## src/rtl/fetch_ctrl_pkg.sv

```systemverilog
// Shared types and constants for the fetch stage.
// Word/address typedefs, reset PC, fault NOP and sequencer states.
package fetch_ctrl_pkg;

  typedef logic [63:0] u64;
  typedef logic [31:0] u32;

  localparam u64 PCINIT = 64'h8000_0000;
  localparam u32 NOP    = 32'h0000_0013;

  typedef enum logic [1:0] {
    IDLE,
    REQ,
    DISCARD,
    HOLD
  } fetch_state_t;

endpackage

```

## src/rtl/fetch_ctrl_if.sv

```systemverilog
// Instruction-bus and decode-side bundles of the fetch stage.
// master = fetch_ctrl side, slave = memory / decode side.
interface fetch_ibus_if;
  import fetch_ctrl_pkg::*;

  logic ireq_valid;
  u64   ireq_addr;
  logic iresp_data_ok;
  u32   iresp_data;

  modport master (
    output ireq_valid, ireq_addr,
    input  iresp_data_ok, iresp_data
  );

  modport slave (
    input  ireq_valid, ireq_addr,
    output iresp_data_ok, iresp_data
  );
endinterface

interface fetch_dec_if;
  import fetch_ctrl_pkg::*;

  logic stall;
  logic f_valid;
  u64   f_pc;
  u32   f_instr;
  logic f_exc;

  modport master (
    input  stall,
    output f_valid, f_pc, f_instr, f_exc
  );

  modport slave (
    output stall,
    input  f_valid, f_pc, f_instr, f_exc
  );
endinterface

```

## src/rtl/fetch_ctrl_pcselect.sv

```systemverilog
// Sequential-PC adder feeding the fetch next-PC mux.
// Wraps modulo 2^64.
module fetch_ctrl_pcselect
  import fetch_ctrl_pkg::*;
(
  input  u64 pc,
  output u64 pc_next
);

  assign pc_next = pc + 64'd4;

endmodule

```

## src/rtl/fetch_ctrl.sv

```systemverilog
// Fetch-stage sequencer: owns the fetch PC, drives the ibus,
// and holds the fetched instruction until decode takes it.
module fetch_ctrl
  import fetch_ctrl_pkg::*;
(
  input  logic         clk,
  input  logic         resetn,
  fetch_ibus_if.master ibus,
  fetch_dec_if.master  dec,
  input  logic         trap_valid,
  input  u64           trap_pc,
  input  logic         redir_valid,
  input  u64           redir_pc
);

  fetch_state_t state_q, state_d;
  u64   pc_q, pc_d;
  u64   pend_q, pend_d;
  u32   instr_q, instr_d;
  logic exc_q, exc_d;

  u64   pc_plus4;
  u64   tgt;
  logic take;
  logic aligned;

  fetch_ctrl_pcselect u_pcselect (
    .pc      (pc_q),
    .pc_next (pc_plus4)
  );

  assign take    = trap_valid | redir_valid;
  assign tgt     = trap_valid ? trap_pc : redir_pc;
  assign aligned = (pc_q[1:0] == 2'b00);

  always_comb begin
    state_d = state_q;
    pc_d    = pc_q;
    pend_d  = pend_q;
    instr_d = instr_q;
    exc_d   = exc_q;
    unique case (state_q)
      IDLE: begin
        state_d = REQ;
        if (take) pc_d = tgt;
      end
      REQ: begin
        if (!aligned) begin
          if (take) begin
            pc_d = tgt;
          end else begin
            exc_d   = 1'b1;
            instr_d = NOP;
            state_d = HOLD;
          end
        end else if (ibus.iresp_data_ok) begin
          if (take) begin
            pc_d = tgt;
          end else begin
            instr_d = ibus.iresp_data;
            exc_d   = 1'b0;
            state_d = HOLD;
          end
        end else if (take) begin
          pend_d  = tgt;
          state_d = DISCARD;
        end
      end
      // The stale request must complete before retargeting the bus.
      DISCARD: begin
        if (ibus.iresp_data_ok) begin
          pc_d    = take ? tgt : pend_q;
          state_d = REQ;
        end else if (take) begin
          pend_d = tgt;
        end
      end
      HOLD: begin
        if (take) begin
          pc_d    = tgt;
          state_d = REQ;
        end else if (!dec.stall) begin
          pc_d    = pc_plus4;
          state_d = REQ;
        end
      end
    endcase
  end

  always_ff @(posedge clk or negedge resetn) begin
    if (!resetn) begin
      state_q <= IDLE;
      pc_q    <= PCINIT;
      pend_q  <= '0;
      instr_q <= '0;
      exc_q   <= 1'b0;
    end else begin
      state_q <= state_d;
      pc_q    <= pc_d;
      pend_q  <= pend_d;
      instr_q <= instr_d;
      exc_q   <= exc_d;
    end
  end

  assign ibus.ireq_valid = (state_q == DISCARD) ||
                           ((state_q == REQ) && aligned);
  assign ibus.ireq_addr  = pc_q;

  assign dec.f_valid = (state_q == HOLD);
  assign dec.f_pc    = pc_q;
  assign dec.f_instr = instr_q;
  assign dec.f_exc   = exc_q;

endmodule

```

## src/flat_wrapper.sv

```systemverilog
// flat-port wrapper written by rule: the top's interface ports become plain ports
module fetch_ctrl_flat import fetch_ctrl_pkg::*;
  (clk, resetn, trap_valid, trap_pc, redir_valid, redir_pc, ibus_ireq_valid, ibus_ireq_addr, ibus_iresp_data_ok, ibus_iresp_data, dec_stall, dec_f_valid, dec_f_pc, dec_f_instr, dec_f_exc);
  fetch_ibus_if ibus_i ();
  fetch_dec_if dec_i ();
  input  logic clk;
  input  logic resetn;
  input  logic trap_valid;
  input  u64 trap_pc;
  input  logic redir_valid;
  input  u64 redir_pc;
  output wire logic [$bits(ibus_i.ireq_valid)-1:0] ibus_ireq_valid;
  output wire logic [$bits(ibus_i.ireq_addr)-1:0] ibus_ireq_addr;
  input wire logic [$bits(ibus_i.iresp_data_ok)-1:0] ibus_iresp_data_ok;
  input wire logic [$bits(ibus_i.iresp_data)-1:0] ibus_iresp_data;
  input wire logic [$bits(dec_i.stall)-1:0] dec_stall;
  output wire logic [$bits(dec_i.f_valid)-1:0] dec_f_valid;
  output wire logic [$bits(dec_i.f_pc)-1:0] dec_f_pc;
  output wire logic [$bits(dec_i.f_instr)-1:0] dec_f_instr;
  output wire logic [$bits(dec_i.f_exc)-1:0] dec_f_exc;
  assign ibus_ireq_valid = ibus_i.ireq_valid;
  assign ibus_ireq_addr = ibus_i.ireq_addr;
  assign ibus_i.iresp_data_ok = ibus_iresp_data_ok;
  assign ibus_i.iresp_data = ibus_iresp_data;
  assign dec_i.stall = dec_stall;
  assign dec_f_valid = dec_i.f_valid;
  assign dec_f_pc = dec_i.f_pc;
  assign dec_f_instr = dec_i.f_instr;
  assign dec_f_exc = dec_i.f_exc;
  fetch_ctrl u_core (.clk(clk), .resetn(resetn), .ibus(ibus_i), .dec(dec_i), .trap_valid(trap_valid), .trap_pc(trap_pc), .redir_valid(redir_valid), .redir_pc(redir_pc));
endmodule
```

## config.mk

```make
export PLATFORM = sky130hd
export DESIGN_NAME = fetch_ctrl_flat
export DESIGN_NICKNAME = d
export VERILOG_FILES = /design/src/rtl/fetch_ctrl_pkg.sv /design/src/rtl/fetch_ctrl_if.sv /design/src/rtl/fetch_ctrl_pcselect.sv /design/src/rtl/fetch_ctrl.sv /design/src/flat_wrapper.sv
export SDC_FILE = /design/constraint.sdc
export NUM_CORES = 1
export LEC_CHECK = 0
export ABC_AREA = 0
export BUFFER_PORTS_ARGS = -buffer_cell sky130_fd_sc_hd__buf_2
export CORE_ASPECT_RATIO = 1.2
export CORE_MARGIN = 10
export CORE_UTILIZATION = 50
export DETAILED_ROUTE_END_ITERATION = 8
export PLACE_DENSITY_LB_ADDON = 0.3
export SLEW_MARGIN = 20
export SYNTH_ARGS = -nofsm -noshare
export SYNTH_HDL_FRONTEND = slang
export SYNTH_SLANG_ARGS = --single-unit
```

## constraint.sdc

```tcl
create_clock -name clk -period 3.3 [get_ports clk]
set_input_delay 0.165 -clock clk [delete_from_list [all_inputs] [get_ports clk]]
set_output_delay 0.165 -clock clk [all_outputs]
set_load 0.05 [all_outputs]
```

==> summary.md, run 1 <==
| Metric | Value |
|---|---|
| Share of post-route cells with drive strength above 1 | `26.9%` |
| Vias | `10556` |
| First-pass GRT wire length | `56700 um` |
| F_max | `347 MHz` |
| CP required | `3610 ps` |
| CTS tree | `done` |
| Switching Share | `56.7%` |
| CTS H-Tree Depth | `4` |
| Antenna violation net count after detailed routing | `0` |
| Antenna violations before repair | `1` |
| Status | `completed` |
| Worst vdd ir | `0.770 mV` |
| # rows | `57` |
| Core Box Area | `20200 um2` |
| Comb power frac | `56.6%` |
| Unrepaired setup endpoints after global routing | `no` |
| Clock skew | `11.6 ps` |
| Share of the synthesized area in the top cell type | `39.8%` |
| Reg power frac | `29.3%` |
| Gr usage total | `26.7%` |
| Period Utilization, post-route | `87.4%` |
| CP Capture Type | `flip-flop` |
| Mapped Area | `10200 um2` |
| Critical path fanouts, max | `9` |
| Crit path kind | `flip-flop to flip-flop` |
| Post-synth ARST share | `100%` |
| Psw | `7.94 mW` |
| Util after Layout | `62.5%` |
| CTS buffer count | `17` |
| Drt first pass iters | `5` |
| Boundary Pins | `329` |
| Synth unique cells | `60` |
| Synthesized instance count | `1231` |
| Placed Cells incl. Taps | `1698` |
| Fillers | `1747` |
| Internal | `6.07 mW` |
| Total grt overflow | `0` |
| Pins Over Slew Limit | `0` |
| CP peak stage delay | `760 ps` |
| RD Place Congestion | `0.936` |
| Clock sink count | `163` |
| Area leader, netlist | `dfrtp_1` |
| Worst Tran Pin Value | `937 ps` |
| Effective utilization at floorplan | `50.5%` |
| Stages on worst setup path | `6` |
| Area delta synth->final | `23.8%` |
| Slowest CP cell | `nor4_1` |
| WL per Instance | `20.6 um` |
| DRC errors left | `0` |
| Synth area leaders | `dfrtp_1 (40%), nand2_1 (6.2%), o21ai_0 (5.9%)` |
| Bufs and invs on worst path | `0` |
| Worst min-delay path class | `primary input to flip-flop` |
| P_leak | `5.73 nW` |
| Port bufs | `328` |
| Flip-flop and latch area | `4080 um2` |
| Crit path cell chain | `nand4_2 > nor4_1 > nand2_1 > nor4_1 > nand2_1 > o311ai_0` |
| Fin cells | `1770` |
| Pin count of the biggest net entering global routing | `98` |
| Vias in the first global route | `10238` |
| Drt first-iter violations | `1021` |
| Post-synth EDFFs | `0` |
| #FFs+latches synth | `163` |
| Syn_area_per_cell | `8.28 um2` |
| Routed WL | `36500 um` |
| Chip height | `176 um` |
| Synth Flop Type | `dfrtp_1` |
| Total die area | `26500 um2` |
| Clock-pin slew on the worst setup and hold paths | `70 ps` |
| Max cap viols | `0` |
| Sequential area share after synthesis | `40.0%` |
| Overall Power | `14.0 mW` |
| Worst Reg-to-Reg Cells | `6` |
| Pre-CTS setup slack | `499 ps` |
| Clock share of power | `14.1%` |
| Worst Hold Depth | `3` |
| Worst setup SP type | `flip-flop` |
| CTS Root Cell | `clkbuf_16` |
| Detail Placement HPWL | `26600 um` |
| Clock latency on the worst-skew pair | `430 ps` |
| Yosys warns | `0` |
| Final nets | `1661` |
| Final WS setup | `415 ps` |
| Width of the die | `150 um` |
| Critical path arrival | `3200 ps` |
| Post-Syn Nets | `1401` |
| Drt via density | `5.96` |
| Clock Path Buffers | `2` |
| CP top delay family | `simple AND/OR/NAND/NOR gates` |
| PwrDens | `1110 nW/um2` |
| Hold Fails Final Rpt | `0` |
| Setup TNS | `0 ps` |
| Setup violations, final | `0` |
| Slew headroom | `37.6%` |
| Multi-input gate area | `5260 um2` |
| Tmin final | `2890 ps` |
==> metal layers <==
layer  GRT usage (%)  wire length, um  up-vias  part of all wire, %
met4            9.49             1120        0                  3.1
li1                -                -     4953                    -
met2            43.5            17300      556                   48
met1            33.8            14700     4975                   40
met3            6.15             3370       72                  9.2
met5               0                0        -                    0
==> cells by family after synthesis <==
| group | share of synthesized area, % |
|---|---|
| buffers and inverters | 8.68 |
| xor gates and xnor gates | 1.29 |
| AOI/OAI and AO/OA | 24.5 |
| muxes | 5.33 |
| and+or+nand+nor | 19.7 |
| DFF | 40.0 |
| adders and majority gates | 0.491 |
==> worst min-delay path, delay by kind of cell <==
kind,cells,cell delay (ps)
buf+inv,1,100
compound gates,1,70
simple gates,1,50
==> layout by cell type (no fill, tap or decap), drive strengths merged, types with 16 or more instances in the layout <==
cell	synthesis	routed
a22oi	29	29
a31oi	30	30
nor2	126	126
dfrtp	162	162
nand2	168	168
nor3	18	18
mux2i	52	52
o211ai	18	18
o21ai	121	121
nand3	39	39
clkbuf	75	23
dlygate4sd3	0	39
buf	78	355
nand4	16	16
a21oi	90	90
o221ai	17	17
==> power groups by stage <==
stage	Combinational (mW)	Sequential, mW	Clock [mW]
after CTS	7.96	4.06	1.99
after global routing	8.42	4.24	2.08
final	7.94	4.10	1.97
after detailed placement	7.91	4.09	0
after global placement	7.81	4.04	0
after floorplan	4.49	5.70	0
==> cells in the mapped netlist, types with 4 or more instances <==
| library cell | count |
|---|---|
| nand3_1 | 39 |
| mux2i_1 | 52 |
| ha_1 | 4 |
| buf_4 | 64 |
| o22ai_1 | 11 |
| nor3_1 | 17 |
| o2bb2ai_1 | 12 |
| o21ai_0 | 121 |
| a31oi_1 | 30 |
| o311ai_0 | 6 |
| nor4_1 | 12 |
| a21oi_1 | 90 |
| nor2_1 | 126 |
| nand2b_1 | 9 |
| inv_1 | 13 |
| a221o_1 | 11 |
| nand2_1 | 167 |
| o22a_1 | 4 |
| o21a_1 | 11 |
| xnor2_1 | 12 |
| a221oi_1 | 8 |
| and4_1 | 10 |
| and3_1 | 10 |
| buf_2 | 8 |
| or4_1 | 7 |
| o211ai_1 | 18 |
| dfrtp_1 | 162 |
| clkbuf_1 | 75 |
| o221ai_1 | 17 |
| and2_1 | 7 |
| a22oi_1 | 29 |
| buf_1 | 5 |
| nand4_1 | 15 |
==> repair_timing <==
action	in CTS	in global routing
buffers inserted	0	0
hold endpoints to repair	118	0
hold buffers	39	0
resized for setup	0	0
==> stage by stage <==
step           area, um2  hold WS [ps]
3_5_place_dp       11600           270
2_1_floorplan      10200          -131
4_1_cts            12600        0.0578
6_report           12600          4.41
3_3_place_gp       11600           277
5_1_grt            12600          9.31
==> flip-flops by register name (all words and copies together), names as in the netlist <==
name,count
u_core.dec.f_pc,64
u_core.dec.f_instr,32
u_core.state_q,2
u_core.pend_q,64
u_core.dec.f_exc,1
==> path summary, 6_finish.rpt <==
| check | to | slack (ps) | startpoint |
|---|---|---|---|
| setup / recovery | u_core.dec.f_pc[48] | 410 | u_core.dec.f_pc[12] |
| max in group asynchronous | u_core.dec.f_instr[25] | 2030 | resetn |
| hold / removal | u_core.dec.f_instr[18] | 4 | ibus_iresp_data[18] |
| setup reg to reg | u_core.dec.f_pc[48] | 410 | u_core.dec.f_pc[12] |
| hold reg to reg | u_core.dec.f_instr[23] | 480 | u_core.dec.f_instr[23] |
| min in group asynchronous | u_core.dec.f_instr[10] | 330 | resetn |
==> cell type report <==
type,instances,area share [%]
clock inverter,9,0.754
timing repair buffer,394,18.3
inverter,14,0.417
antenna,1,0.0198
tap,265,2.63
multi-input combinational,901,41.7
sequential,163,32.3
clock buffer,23,3.87
No activity file was read; power rests on OpenSTA's default activity.
==> run 2, diff against run 1 <==
--- a/config.mk
+++ b/config.mk
@@ -6,11 +6,13 @@
 export NUM_CORES = 1
 export LEC_CHECK = 0
 export ABC_AREA = 0
-export BUFFER_PORTS_ARGS = -buffer_cell sky130_fd_sc_hd__buf_2
+export CAP_MARGIN = 20
 export CORE_ASPECT_RATIO = 1.2
 export CORE_MARGIN = 10
 export CORE_UTILIZATION = 50
 export DETAILED_ROUTE_END_ITERATION = 8
+export DONT_BUFFER_PORTS = 1
+export MAX_ROUTING_LAYER = met4
 export PLACE_DENSITY_LB_ADDON = 0.3
 export SLEW_MARGIN = 20
 export SYNTH_ARGS = -nofsm -noshare
==> summary.md, run 2 (synthesis results as in run 1) <==
| Metric | Value |
|---|---|
| Fin cells | `1579 (was 1770)` |
| # Post-CTS Setup Buffers | `0 (unchanged)` |
| Most frequent cells in the layout | `nand2_1 (167), dfrtp_1 (162), nor2_1 (124) (was buf_2 (326), nand2_1 (167), dfrtp_1 (162))` |
| Setup crit end | `u_core.pend_q[28] (was u_core.dec.f_pc[48])` |
| Clock Path Buffers | `2 (unchanged)` |
| Tmin final | `3130 ps (was 2890 ps)` |
| Worst vdd ir | `0.548 mV (was 0.770 mV)` |
| Effective utilization at floorplan | `50.5% (unchanged)` |
| WL per Instance | `23.2 um (was 20.6 um)` |
| Period Utilization, post-route | `94.9% (was 87.4%)` |
| RR Startpoint | `u_core.dec.f_pc[1] (was u_core.dec.f_pc[12])` |
| Unrepaired setup endpoints after global routing | `no (unchanged)` |
| Fillers | `1742 (was 1747)` |
| Hold Fails Final Rpt | `164 (was 0)` |
| PwrDens | `1150 nW/um2 (was 1110 nW/um2)` |
| # rows | `57 (unchanged)` |
| Detail Placement HPWL | `25300 um (was 26600 um)` |
| Worst setup path startpoint | `u_core.dec.f_pc[1] (was u_core.dec.f_pc[12])` |
| CTS buffer count | `17 (unchanged)` |
| CP required | `3660 ps (was 3610 ps)` |
| DRC errors left | `0 (unchanged)` |
| Worst Tran Pin Value | `947 ps (was 937 ps)` |
| Area post-placement | `10400 um2 (was 11600 um2)` |
| Critical path arrival | `3500 ps (was 3200 ps)` |
| CP top delay family | `buffers and inverters (was simple AND/OR/NAND/NOR gates)` |
| Slowest CP cell | `dfrtp_1 (was nor4_1)` |
| Pre-CTS setup slack | `663 ps (was 499 ps)` |
| Clock-pin slew on the worst setup and hold paths | `70 ps (about the same)` |
| Total die area | `26500 um2 (unchanged)` |
| Clock latency on the worst-skew pair | `430 ps (about the same)` |
| Area delta synth->final | `19.8% (was 23.8%)` |
| Max cap viols | `0 (unchanged)` |
| Post_cts resized | `0 (unchanged)` |
| Antenna Cells | `0 (was 1)` |
| CTS Root Cell | `clkbuf_16 (unchanged)` |
| Final Cell Area | `12200 um2 (was 12600 um2)` |
| Clock sink count | `163 (unchanged)` |
| Worst min-delay path class | `primary input to async pin (was primary input to flip-flop)` |
| Status | `finished with violations (was completed)` |
| Chip height | `176 um (unchanged)` |
| Bufs and invs on worst path | `3 (was 0)` |
| Crit path cell chain | `buf_4 > or2_2 > a2111oi_4 > buf_12 > nor2_1 > a31oi_1 > dlygate4sd3_1 (was nand4_2 > nor4_1 > nand2_1 > nor4_1 > nand2_1 > o311ai_0)` |
| Pins Over Slew Limit | `0 (unchanged)` |
| Pin count of the biggest net entering global routing | `164 (was 98)` |
| CP peak stage delay | `640 ps (was 760 ps)` |
| Vias in the first global route | `9803 (was 10238)` |
| Placed Cells incl. Taps | `1434 (was 1698)` |
| Worst setup SP type | `flip-flop (unchanged)` |
| Drt first pass iters | `5 (unchanged)` |
| Critical path fanouts, max | `64 (was 9)` |
| Slew headroom | `36.5% (was 37.6%)` |
| Antenna violations before repair | `0 (was 1)` |
| Drt via density | `6.34 (was 5.96)` |
| Boundary Pins | `329 (unchanged)` |
| P_leak | `5.01 nW (was 5.73 nW)` |
| Setup violations, final | `0 (unchanged)` |
| Violated checks | `hold timing` |
| Final nets | `1472 (was 1661)` |
| Total grt overflow | `0 (unchanged)` |
| RR Endpoint | `u_core.pend_q[28] (was u_core.dec.f_pc[48])` |
| Port bufs | `0 (was 328)` |
| Worst Reg-to-Reg Cells | `7 (was 6)` |
| Crit path kind | `flip-flop to flip-flop (unchanged)` |
| R2R setup slack | `170 ps (was 410 ps)` |
| RD Place Congestion | `0.920 (was 0.936)` |
| Share of post-route cells with drive strength above 1 | `10.7% (was 26.9%)` |
| Vias | `10010 (was 10556)` |
| Setup TNS | `0 ps (unchanged)` |
| CTS H-Tree Depth | `4 (unchanged)` |
| Cts hold-fix bufs | `114 (was 39)` |
| Core Box Area | `20200 um2 (unchanged)` |
| Most common cell after layout, fill and taps aside | `nand2_1 (was buf_2)` |
| Clock skew | `9.44 ps (was 11.6 ps)` |
| Hold slack | `-565 ps (was 4.41 ps)` |
| Width of the die | `150 um (unchanged)` |
| Antenna violation net count after detailed routing | `0 (unchanged)` |
| Gr usage total | `27.4% (was 26.7%)` |
| Stages on worst setup path | `7 (was 6)` |
| First-pass GRT wire length | `56300 um (was 56700 um)` |
| CP Capture Type | `flip-flop (unchanged)` |
| Drt first-iter violations | `965 (was 1021)` |
| F_max | `319 MHz (was 347 MHz)` |
| Routed WL | `36700 um (was 36500 um)` |
| CTS tree | `done (unchanged)` |
| Final WS setup | `167 ps (was 415 ps)` |
[run 2: report_power, final]
group / total [mW] / internal [mW] / switching, mW / leakage [nW]
Clock: 2.14 / 1.29 / 0.852 / 0.297
Sequential: 4.22 / 2.95 / 1.27 / 1.92
Combinational: 7.72 / 2.03 / 5.69 / 2.79
[run 2: metal layers]
metal	global-route usage, %	vias to the layer above	wire, um
li1	-	4587	-
met1	33.5	4804	14500
met2	43.0	551	17200
met3	7.48	68	3910
met4	9.45	0	1040
met5	-	-	0
[run 2: area by class of cell]
class | instances | area [um2] | area share (%)
Clock inverter | 11 | 175 | 1.43
Sequential cell | 163 | 4080 | 33.4
Timing Repair Buffer | 205 | 1860 | 15.3
Tap cell | 265 | 332 | 2.72
Multi-Input combinational cell | 901 | 5260 | 43.1
Inverter | 14 | 52.6 | 0.430
Clock buffer | 20 | 447 | 3.66
[run 2: stage by stage]
step,util (%),power (mW)
final,60.5,14.1
after global routing,60.5,14.8
after CTS,60.5,14.0
after detailed placement,51.8,11.6
after global placement,51.8,11.5
after floorplan,-,10.2
[run 2: how the worst min path moves through the flow]
stage	endpoint	depth (start not counted)
floorplan	u_core.dec.f_exc	0
global placement	u_core.dec.f_instr[10]	0
detailed placement	u_core.dec.f_instr[10]	0
CTS	u_core.dec.f_instr[10]	0
global route	u_core.dec.f_instr[10]	0
finish	u_core.dec.f_instr[10]	0
